$ cat config.mk
export PLATFORM = sky130hd
export DESIGN_NAME = aes_cbc_dec_ctrl
export DESIGN_NICKNAME = d
export VERILOG_FILES = /design/src/rtl/aes_cbc_dec_ctrl.sv
export SDC_FILE = /design/constraint.sdc
export NUM_CORES = 1
export LEC_CHECK = 0
export CORE_AREA = 2 2 403 405
export DETAILED_ROUTE_END_ITERATION = 8
export DIE_AREA = 0 0 405 407
export GPL_ROUTABILITY_DRIVEN = 0
export PLACE_DENSITY = 0.37
export SYNTH_ARGS = -nofsm -noshare
export SYNTH_HDL_FRONTEND = slang
export SYNTH_SLANG_ARGS = --single-unit
$ cat constraint.sdc
create_clock -name clk -period 2.1 [get_ports clk]
set_input_delay 0.525 -clock clk [delete_from_list [all_inputs] [get_ports clk]]
set_output_delay 0.525 -clock clk [all_outputs]
set_load 0.05 [all_outputs]
$ cat src/rtl/aes_cbc_dec_ctrl.sv
// aes_cbc_dec_ctrl: sequencer for an external combinational AES-128 CBC
// decryption core (aes_dec_cbc). It accepts one ciphertext block at a time,
// holds it stable on the core inputs for CORE_LAT cycles, captures the
// plaintext and presents it downstream. The chaining value is advanced to
// the consumed ciphertext block on each capture.
//
// Ports:
//   clk, rst_n           clock, asynchronous active-low reset
//   key                  decryption key, forwarded to core_key
//   iv                   initial vector, sampled when a start is accepted
//   start                begins a new message (honoured only when idle)
//   s_valid/s_ready      ciphertext handshake; s_data block, s_last final flag
//   core_in/core_iv/     drive the external core
//   core_key
//   core_out             plaintext from the external core
//   m_valid/m_ready      plaintext handshake; m_data block, m_last final flag
//   blk_cnt              blocks emitted in the current message
//   busy                 high whenever a message is in progress
module aes_cbc_dec_ctrl #(
    parameter int unsigned CORE_LAT = 2
) (
    input  logic         clk,
    input  logic         rst_n,
    input  logic [127:0] key,
    input  logic [127:0] iv,
    input  logic         start,
    input  logic         s_valid,
    output logic         s_ready,
    input  logic [127:0] s_data,
    input  logic         s_last,
    output logic [127:0] core_in,
    output logic [127:0] core_iv,
    output logic [127:0] core_key,
    input  logic [127:0] core_out,
    output logic         m_valid,
    input  logic         m_ready,
    output logic [127:0] m_data,
    output logic         m_last,
    output logic [15:0]  blk_cnt,
    output logic         busy
);

    typedef enum logic [1:0] {
        StIdle,
        StAccept,
        StWait,
        StOutput
    } state_e;

    localparam logic [3:0] LatLast = 4'(CORE_LAT - 1);

    state_e       state;
    logic [127:0] chain;
    logic [127:0] ct_reg;
    logic [127:0] pt_reg;
    logic         last_reg;
    logic [3:0]   wait_cnt;

    // s_ready, m_valid and busy are registered alongside the state so the
    // handshake outputs are glitch-free decodes of the FSM.
    always_ff @(posedge clk or negedge rst_n) begin
        if (!rst_n) begin
            state    <= StIdle;
            chain    <= '0;
            ct_reg   <= '0;
            pt_reg   <= '0;
            last_reg <= 1'b0;
            wait_cnt <= '0;
            blk_cnt  <= '0;
            s_ready  <= 1'b0;
            m_valid  <= 1'b0;
            busy     <= 1'b0;
        end else begin
            unique case (state)
                StIdle: begin
                    if (start) begin
                        chain   <= iv;
                        blk_cnt <= '0;
                        state   <= StAccept;
                        s_ready <= 1'b1;
                        busy    <= 1'b1;
                    end
                end
                StAccept: begin
                    if (s_valid && s_ready) begin
                        ct_reg   <= s_data;
                        last_reg <= s_last;
                        wait_cnt <= '0;
                        state    <= StWait;
                        s_ready  <= 1'b0;
                    end
                end
                StWait: begin
                    wait_cnt <= wait_cnt + 4'd1;
                    // core_in/core_iv have been stable for CORE_LAT cycles here
                    if (wait_cnt == LatLast) begin
                        pt_reg  <= core_out;
                        chain   <= ct_reg;
                        state   <= StOutput;
                        m_valid <= 1'b1;
                    end
                end
                StOutput: begin
                    if (m_ready) begin
                        blk_cnt <= blk_cnt + 16'd1;
                        m_valid <= 1'b0;
                        if (last_reg) begin
                            state <= StIdle;
                            busy  <= 1'b0;
                        end else begin
                            state   <= StAccept;
                            s_ready <= 1'b1;
                        end
                    end
                end
                default: begin
                    state   <= StIdle;
                    s_ready <= 1'b0;
                    m_valid <= 1'b0;
                    busy    <= 1'b0;
                end
            endcase
        end
    end

    assign core_in  = ct_reg;
    assign core_iv  = chain;
    assign core_key = key;
    assign m_data   = pt_reg;
    assign m_last   = last_reg;

endmodule

# Word-level counts from Yosys, hierarchy flattened
# Cells that the tools add are included.
[word_totals]
ff_bits = 410
wordCells = 63
inputBits = 518
out_inout_bits = 532
[classes]
n_eq_ne = 10
reduce_logical = 16
mux = 25
addsub = 2
[op_table]
columns = ["op", "count"]
rows = [
  ["128-bit two-way mux", 2],
  ["128-bit one-hot mux with 2 select lines", 1],
  ["16-bit two-way mux", 2],
  ["16-bit one-hot mux with 2 select lines", 1],
  ["16-bit by 1-bit adder with 16-bit output, second input constant", 1],
  ["2-bit inequality test, second input constant", 6],
  ["1-bit two-way mux", 9],
  ["3-bit AND reduction", 3],
  ["2-bit two-way mux", 4],
  ["2-bit one-hot mux with 4 select lines", 1],
  ["4-bit one-hot mux with 2 select lines", 1],
  ["4-bit AND reduction", 2],
  ["2-bit nonzero test", 4],
  ["2-bit AND reduction", 3],
  ["5-bit AND reduction", 1],
  ["4-bit by 1-bit adder with 4-bit output, second input constant", 1],
  ["2-bit equality test, second input constant", 2],
  ["4-bit by 1-bit equality test with 1-bit output, second input constant", 1],
  ["4-bit two-way mux", 1],
  ["1-bit one-hot mux with 2 select lines", 2],
  ["1-bit one-hot mux with 3 select lines", 1],
  ["3-bit nonzero test", 1],
  ["2-bit by 1-bit equality test with 1-bit output, second input constant", 1],
  ["2-bit logical NOT", 1],
  ["1-bit logical AND", 1],
]

# Depth between registers and ports, before layout
# Gate-level depths: netlist of run 1.
[depth]
word_depth = 3
ltp_mapped = 9

# Worst setup path after synthesis of run 1
# Ideal clock, no wire load.
[synth_timing]
path_type = "reg2reg"
from = "register state[0]"
to = "register blk_cnt[11]"
stages_incl_launch_ff = 8
arrival_ps = 2159
setup_ps = 78
setup_slack_ps = -137
period_less_slack_ps = 2237
n_path_buf = 1
required_ps = 2022
cell_sequence = "dfrtp_1 inv_1 ha_1 nor2b_4 or4_4 buf_6 or4_1 a21oi_1"
[synth_via]
elab_chain_cells = 3
word_cells_on_any_way = 7
[synth_rtl]
columns = ["element", "line_no", "source"]
rows = [
  ["start, declared", "52", "state_e state;"],
  ["start signal, assigned", "63", "state <= StIdle;"],
  ["start signal, assigned", "79", "state <= StAccept;"],
  ["start signal, assigned", "89", "state <= StWait;"],
  ["2-bit equality test or 2-bit logical NOT (tied branches)", "74", "unique case (state)"],
  ["2-bit inequality test (no line) or 2-bit nonzero test (tied branches)", "n/a", ""],
  ["3-bit AND reduction (no line)", "n/a", ""],
  ["end signal, assigned", "105", "blk_cnt <= blk_cnt + 16'd1;"],
  ["end, declared", "39", "output logic [15:0] blk_cnt,"],
]
# Several ways; a longest one is shown, not always the timed one.
# A chain may end at the register's enable or synchronous reset.

# Final worst setup path of run 1
[layout_timing]
from = "register state[1]"
to = "register blk_cnt[13]"
# The elaborated chain is that of the path after synthesis.

==> results of run 1 <==
-- layout make-up --
class                      count  area share [%]
clock inverter                16           0.712
clock buffer                  91            5.74
antenna                        3          0.0254
tap                         2160            9.15
sequential                   410            34.8
inverter                       6          0.0763
multi-input combinational    761            21.0
timing repair buffer         914            28.5
-- synth_stat cells (10+ instances only) --
cell type	count
o21ai_0	11
mux2i_1	130
nand3_1	10
o31ai_1	11
buf_4	128
nand2_1	16
nor2_1	136
mux2_2	259
a21oi_1	142
buf_2	40
clkbuf_1	33
dfrtp_1	410
-- power groups by stage --
stage	Clock, W	Sequential, W	Combinational [W]
6_report	0.0100	0.00790	0.00113
3_5_place_dp	0	0.00804	0.00116
3_3_place_gp	0	0.00804	0.00116
2_1_floorplan	0	0.00805	0.000729
5_1_grt	0.0108	0.00790	0.00123
4_1_cts	0.0105	0.00790	0.00117
-- worst paths after layout --
path                       slack [ns]                    from  cells after the start                       to
setup / recovery                0.009    state[1]$_DFFE_PN0P_                      6  blk_cnt[13]$_DFFE_PN0P_
hold / removal                   0.37                   rst_n                      2  core_iv[75]$_DFFE_PN0P_
setup reg to reg                0.009    state[1]$_DFFE_PN0P_                      6  blk_cnt[13]$_DFFE_PN0P_
hold reg to reg                  0.51  m_data[31]$_DFFE_PN0P_                      1   m_data[31]$_DFFE_PN0P_
max in group asynchronous        0.96                   rst_n                      3   blk_cnt[5]$_DFFE_PN0P_
min in group clk                 0.49              s_data[48]                      2  core_in[48]$_DFFE_PN0P_
-- kinds of logic (layout without fill, tap and decap cells) --
group	after synthesis	after routing	share of synthesized area (%)
buffers and inverters	211	1027	7.53
flip-flops	410	410	58.0
multiplexers	389	389	23.8
other	0	3	0
adder cells (fa/ha/maj)	8	8	0.566
AND/OR/NAND/NOR	187	187	4.58
AO/OA/AOI/OAI	177	177	5.47
-- stage by stage --
| stage | TNS (ns) | cell area (um^2) | hold slack [ns] |
|---|---|---|---|
| after global placement | -10.26 | 27500 | 0.457 |
| after detailed placement | -11.78 | 27500 | 0.458 |
| after CTS | 0 | 29500 | 0.313 |
| after global routing | -0.0905 | 29500 | 0.331 |
| final | 0 | 29500 | 0.372 |
| after floorplan | 0 | 17700 | 0.229 |
-- registers in the layout, indices dropped and copies added, names as in the netlist --
signal and count:
m_valid 1, m_data 128, core_iv 128, blk_cnt 16, core_in 128, busy 1
s_ready 1, wait_cnt 4, m_last 1, state 2
-- repair_timing --
item                                    4_1_cts  5_1_grt
setup buffers                                 0        1
gates resized for setup                     258       19
pin swaps                                     0        9
hold endpoints to repair                     16        0
hold buffers                                  1        0
endpoints found under the setup margin      246       26
-- layer usage --
layer	routed length [um]	track usage, %	share of wire (%)
met1	37000	12.7	36
met2	51500	21.0	50
met3	9550	4.65	9.3
met4	4360	5.04	4.3
met5	13	0	0.013
==> flow_metrics.py, run 1 <==
metrics = {
    "status": {
        "status": "completed",
    },
    "floorplanning": {
        "ios": 1050,
        "start_util_pct": 11.0,
        "die_w_um": 405,
        "die_h_um": 407,
        "dieArea_um2": 165000,
        "core_um2": 160000,
        "rows": 147,
    },
    "cells_and_area": {
        "syn_to_final_growth_pct": 67.0,
        "layout.nets": 2676,
        "stdcell_count": 4361,
        "multi_input_area_um2": 6210,
        "regArea_um2": 10300,
        "most-common-layout-cells": "buf_4, dfrtp_1, clkdlybuf4s50_1",
        "final_layout_size_suffix_gt1_share_pct": 40.7,
        "final_common_cell": "buf_4",
        "utilization_pct": 18.4,
        "fill_cells": 17700,
    },
    "timing": {
        "fin_ws_ns": 0.00881,
        "maxSlewViolCount": 0,
        "relSlewSlack_pct": 66.9,
        "finalSetupViolations": 0,
        "fin_skew_ns": 0.0136,
        "finalCritPeriodShare_pct": 99.6,
        "fmax_ghz": 0.478,
        "min_period_ns": 2.09,
        "rsz0062_at_grt": "yes",
        "hold_viol_final": 0,
        "worst_pin_slew_ns": 0.492,
    },
    "logic_synthesis": {
        "synthCells": 1382,
        "ys.flop_type": "dfrtp_1",
        "synth_nets": 1908,
        "netlist.area_leader.share_pct": 58.0,
        "synth-edff-count": 0,
        "syn_avg_cell_area_um2": 12.8,
        "synth_area_leader_cell": "dfrtp_1",
        "syn-cell-area_um2": 17700,
        "async_flop_share_pct": 100,
        "synth_seq_cells": 410,
        "ys_seq_area_share_pct": 58.0,
        "yosys_warnings": 0,
        "synth.area.top_cells": "dfrtp_1, mux2_2, mux2i_1",
        "synth_cell_types": 38,
    },
    "worst_setup_path": {
        "path_buf_inv": 1,
        "cp_slowest_cell": "or4_4",
        "cp_data_arrival_time_ns": 2.67,
        "cpPeakStageDelay_ns": 0.56,
        "cp_cell_sequence": "inv_2 -> ha_4 -> nor2b_4 -> or4_4 -> or4_4 -> a21oi_2",
        "cp_common_cell": "or4_4",
        "path_delay_family": "simple AND/OR/NAND/NOR gates",
        "cp-end-kind": "register",
        "critical_path_required_ns": 2.68,
        "setup.worst_path.class": "register to register",
        "startpoint_type": "register",
        "worst-path-max-fanout": 5,
    },
    "power": {
        "power_frac_comb_pct": 5.9,
        "total_leakage_power_nw": 13.3,
        "p_int_w": 0.0146,
        "switchingPower_w": 0.00443,
        "clkPwrFrac_pct": 52.6,
        "vdd_drop_max_uv": 591,
        "total_power_w": 0.0191,
        "sw_frac_of_total_pct": 23.3,
        "power.density_nw_per_um2": 645,
        "pwr-share-seq_pct": 41.5,
    },
    "routing": {
        "vias_per_cell": 3.18,
        "route.vias.total": 13900,
        "wirelength_um": 102000,
        "drc": 0,
        "drtIter0Drc": 525,
        "ant_nets": 0,
        "wire_per_inst_um": 23.5,
        "drt_first_pass_iters": 4,
    },
    "worst_hold_path": {
        "hp-class": "input pin to async pin",
    },
    "placement": {
        "port_buffers": 793,
        "dp_cells": 4249,
        "place.detailed.hpwl_um": 85100,
        "pre_cts_ws_ns": -0.313,
    },
    "clock_network": {
        "tritoncts": "built",
        "cts.path.max_buffers": 3,
        "ctsHtreeMaxLevel": 2,
        "clk_latency_ns": 0.65,
        "clock_sinks": 410,
        "numCtsBuffers": 57,
        "cts-root-buf": "clkbuf_16",
        "path_clk_slew_ns": 0.06,
    },
    "global_routing": {
        "antenna_found_initial": 20,
        "grt_pass1_vias": 15000,
        "grt_pass1_wl_um": 135000,
        "grt_overflow_total": 0,
        "grtUsageTotal_pct": 12.0,
        "grt_max_degree": 67,
    },
    "flow_run": {
        "drv_cap": 0,
    },
}
Power figures use the tool's default switching activity.
==> run 2, diff against run 1 <==
- SKIP_LAST_GASP: default -> 1
==> flow_metrics.py, run 2 (synthesis gave the netlist of run 1 again) <==
metrics = {
    "status": {
        "status": "completed",
    },
    "floorplanning": {
        "dieArea_um2": 165000,
        "die_h_um": 407,
        "rows": 147,
        "start_util_pct": 11.0,
        "die_w_um": 405,
        "ios": 1050,
        "core_um2": 160000,
    },
    "worst_setup_path": {
        "r2r_setup_slack_ns": 0.005,
        "startpoint": "state[1]$_DFFE_PN0P_",
        "cp-end-kind": "register",
        "reg2regPathDepth": 6,
        "worst-path-max-fanout": 5,
        "crit_end": "blk_cnt[13]$_DFFE_PN0P_",
        "critical_path_required_ns": 2.68,
        "timing.rr.end": "blk_cnt[13]$_DFFE_PN0P_",
        "reg2reg_from": "state[1]$_DFFE_PN0P_",
        "cp_data_arrival_time_ns": 2.67,
        "setup.worst_path.class": "register to register",
        "startpoint_type": "register",
    },
    "timing": {
        "hold_viol_final": 0,
        "finalCritPeriodShare_pct": 99.8,
        "fin_ws_ns": 0.00487,
        "finalSetupViolations": 0,
        "worst_pin_slew_ns": 0.492,
        "fin_skew_ns": 0.0136,
        "fmax_ghz": 0.477,
        "relSlewSlack_pct": 66.9,
        "maxSlewViolCount": 0,
        "rsz0062_at_grt": "yes",
        "min_period_ns": 2.10,
    },
    "routing": {
        "ant_nets": 0,
        "drc": 0,
        "wirelength_um": 102000,
        "route.vias.total": 13900,
        "drt_first_pass_iters": 4,
        "drtIter0Drc": 519,
        "wire_per_inst_um": 23.5,
        "vias_per_cell": 3.19,
    },
    "power": {
        "clkPwrFrac_pct": 52.6,
        "vdd_drop_max_uv": 591,
        "power_frac_comb_pct": 5.9,
        "switchingPower_w": 0.00443,
        "sw_frac_of_total_pct": 23.3,
        "pwr-share-seq_pct": 41.5,
        "p_int_w": 0.0146,
        "total_leakage_power_nw": 13.3,
        "power.density_nw_per_um2": 645,
    },
    "clock_network": {
        "clk_latency_ns": 0.65,
        "cts.path.max_buffers": 3,
        "numCtsBuffers": 57,
        "ctsHtreeMaxLevel": 2,
        "clock_sinks": 410,
        "cts-root-buf": "clkbuf_16",
        "tritoncts": "built",
        "path_clk_slew_ns": 0.06,
    },
    "global_routing": {
        "grt_pass1_wl_um": 135000,
        "grt_max_degree": 67,
        "grt_pass1_vias": 15000,
        "grt_overflow_total": 0,
        "antenna_found_initial": 20,
        "grtUsageTotal_pct": 12.0,
    },
    "flow_run": {
        "drv_cap": 0,
    },
    "cells_and_area": {
        "syn_to_final_growth_pct": 67.0,
        "most-common-layout-cells": "buf_4, dfrtp_1, clkdlybuf4s50_1",
        "final_common_cell": "buf_4",
        "layout.nets": 2676,
        "utilization_pct": 18.4,
        "final_layout_size_suffix_gt1_share_pct": 40.7,
    },
    "placement": {
        "port_buffers": 793,
        "pre_cts_ws_ns": -0.313,
        "place.detailed.hpwl_um": 85100,
    },
    "worst_hold_path": {
        "hp-class": "input pin to async pin",
    },
}
## run 2: changes by cell type in the layout (fill, tap and decap cells not counted)
cell	previous run	this run
o31ai_2	1	0
o31ai_1	10	11
## run 2: layout make-up
class / instances / area [um^2]
fillers: 17700 / 131000
flip-flops and latches: 410 / 10300
repair buffers: 914 / 8420
multi-input cells: 761 / 6200
well taps: 2160 / 2700
clock buffers: 91 / 1690
clock inverters: 16 / 210
inverters: 6 / 22.5
diodes: 3 / 7.51
## run 2: worst max-delay path: stages (launching register included)
cell and delay [ns]:
dfrtp_1 0.43, inv_2 0.08, ha_4 0.18, nor2b_4 0.13, or4_4 0.56, or4_4 0.50
a21oi_2 0.15
## run 2: per-layer routing
layer | vias up | GRT usage (%) | share of wire (%)
li1 | 6250 | - | -
met1 | 6871 | 12.7 | 36
met2 | 557 | 21.0 | 50
met3 | 222 | 4.65 | 9.2
met4 | 2 | 5.04 | 4.2
met5 | - | 0 | 0.013
## run 2: power groups by stage
stage	logic (W)	registers, W	clock network (W)
final	0.00113	0.00790	0.0100
after global routing	0.00123	0.00790	0.0108
after CTS	0.00117	0.00790	0.0105
after detailed placement	0.00116	0.00804	0
after global placement	0.00116	0.00804	0
after floorplan	0.000729	0.00805	0
## run 2: repair_timing
| action | CTS | global route |
|---|---|---|
| gates resized for setup | 258 | 18 |
| setup endpoints to repair | 246 | 26 |
| pin swaps | 0 | 9 |
| endpoints found under the hold margin | 16 | 0 |
| hold buffers | 1 | 0 |
| buffers inserted | 0 | 1 |
## run 2: worst min-delay path by stage
stage          start  cells after the start                       to
2_1_floorplan  rst_n                      0   blk_cnt[0]$_DFFE_PN0P_
4_1_cts        rst_n                      2  core_iv[75]$_DFFE_PN0P_
3_3_place_gp   rst_n                      1  core_iv[75]$_DFFE_PN0P_
6_report       rst_n                      2  core_iv[75]$_DFFE_PN0P_
5_1_grt        rst_n                      2  core_iv[15]$_DFFE_PN0P_
3_5_place_dp   rst_n                      1  core_iv[75]$_DFFE_PN0P_
## run 2: per-stage QoR
step                cells  hold slack [ns]  instance area, um^2  setup TNS, ns  power (W)
floorplan            1382            0.229                17700              0    0.00878
global placement     4249            0.457                27500         -10.26    0.00921
detailed placement   4249            0.458                27500         -11.78    0.00920
CTS                  4357            0.313                29500              0     0.0196
global route         4359            0.331                29500         -0.111     0.0199
finish               4361            0.372                29500              0     0.0191
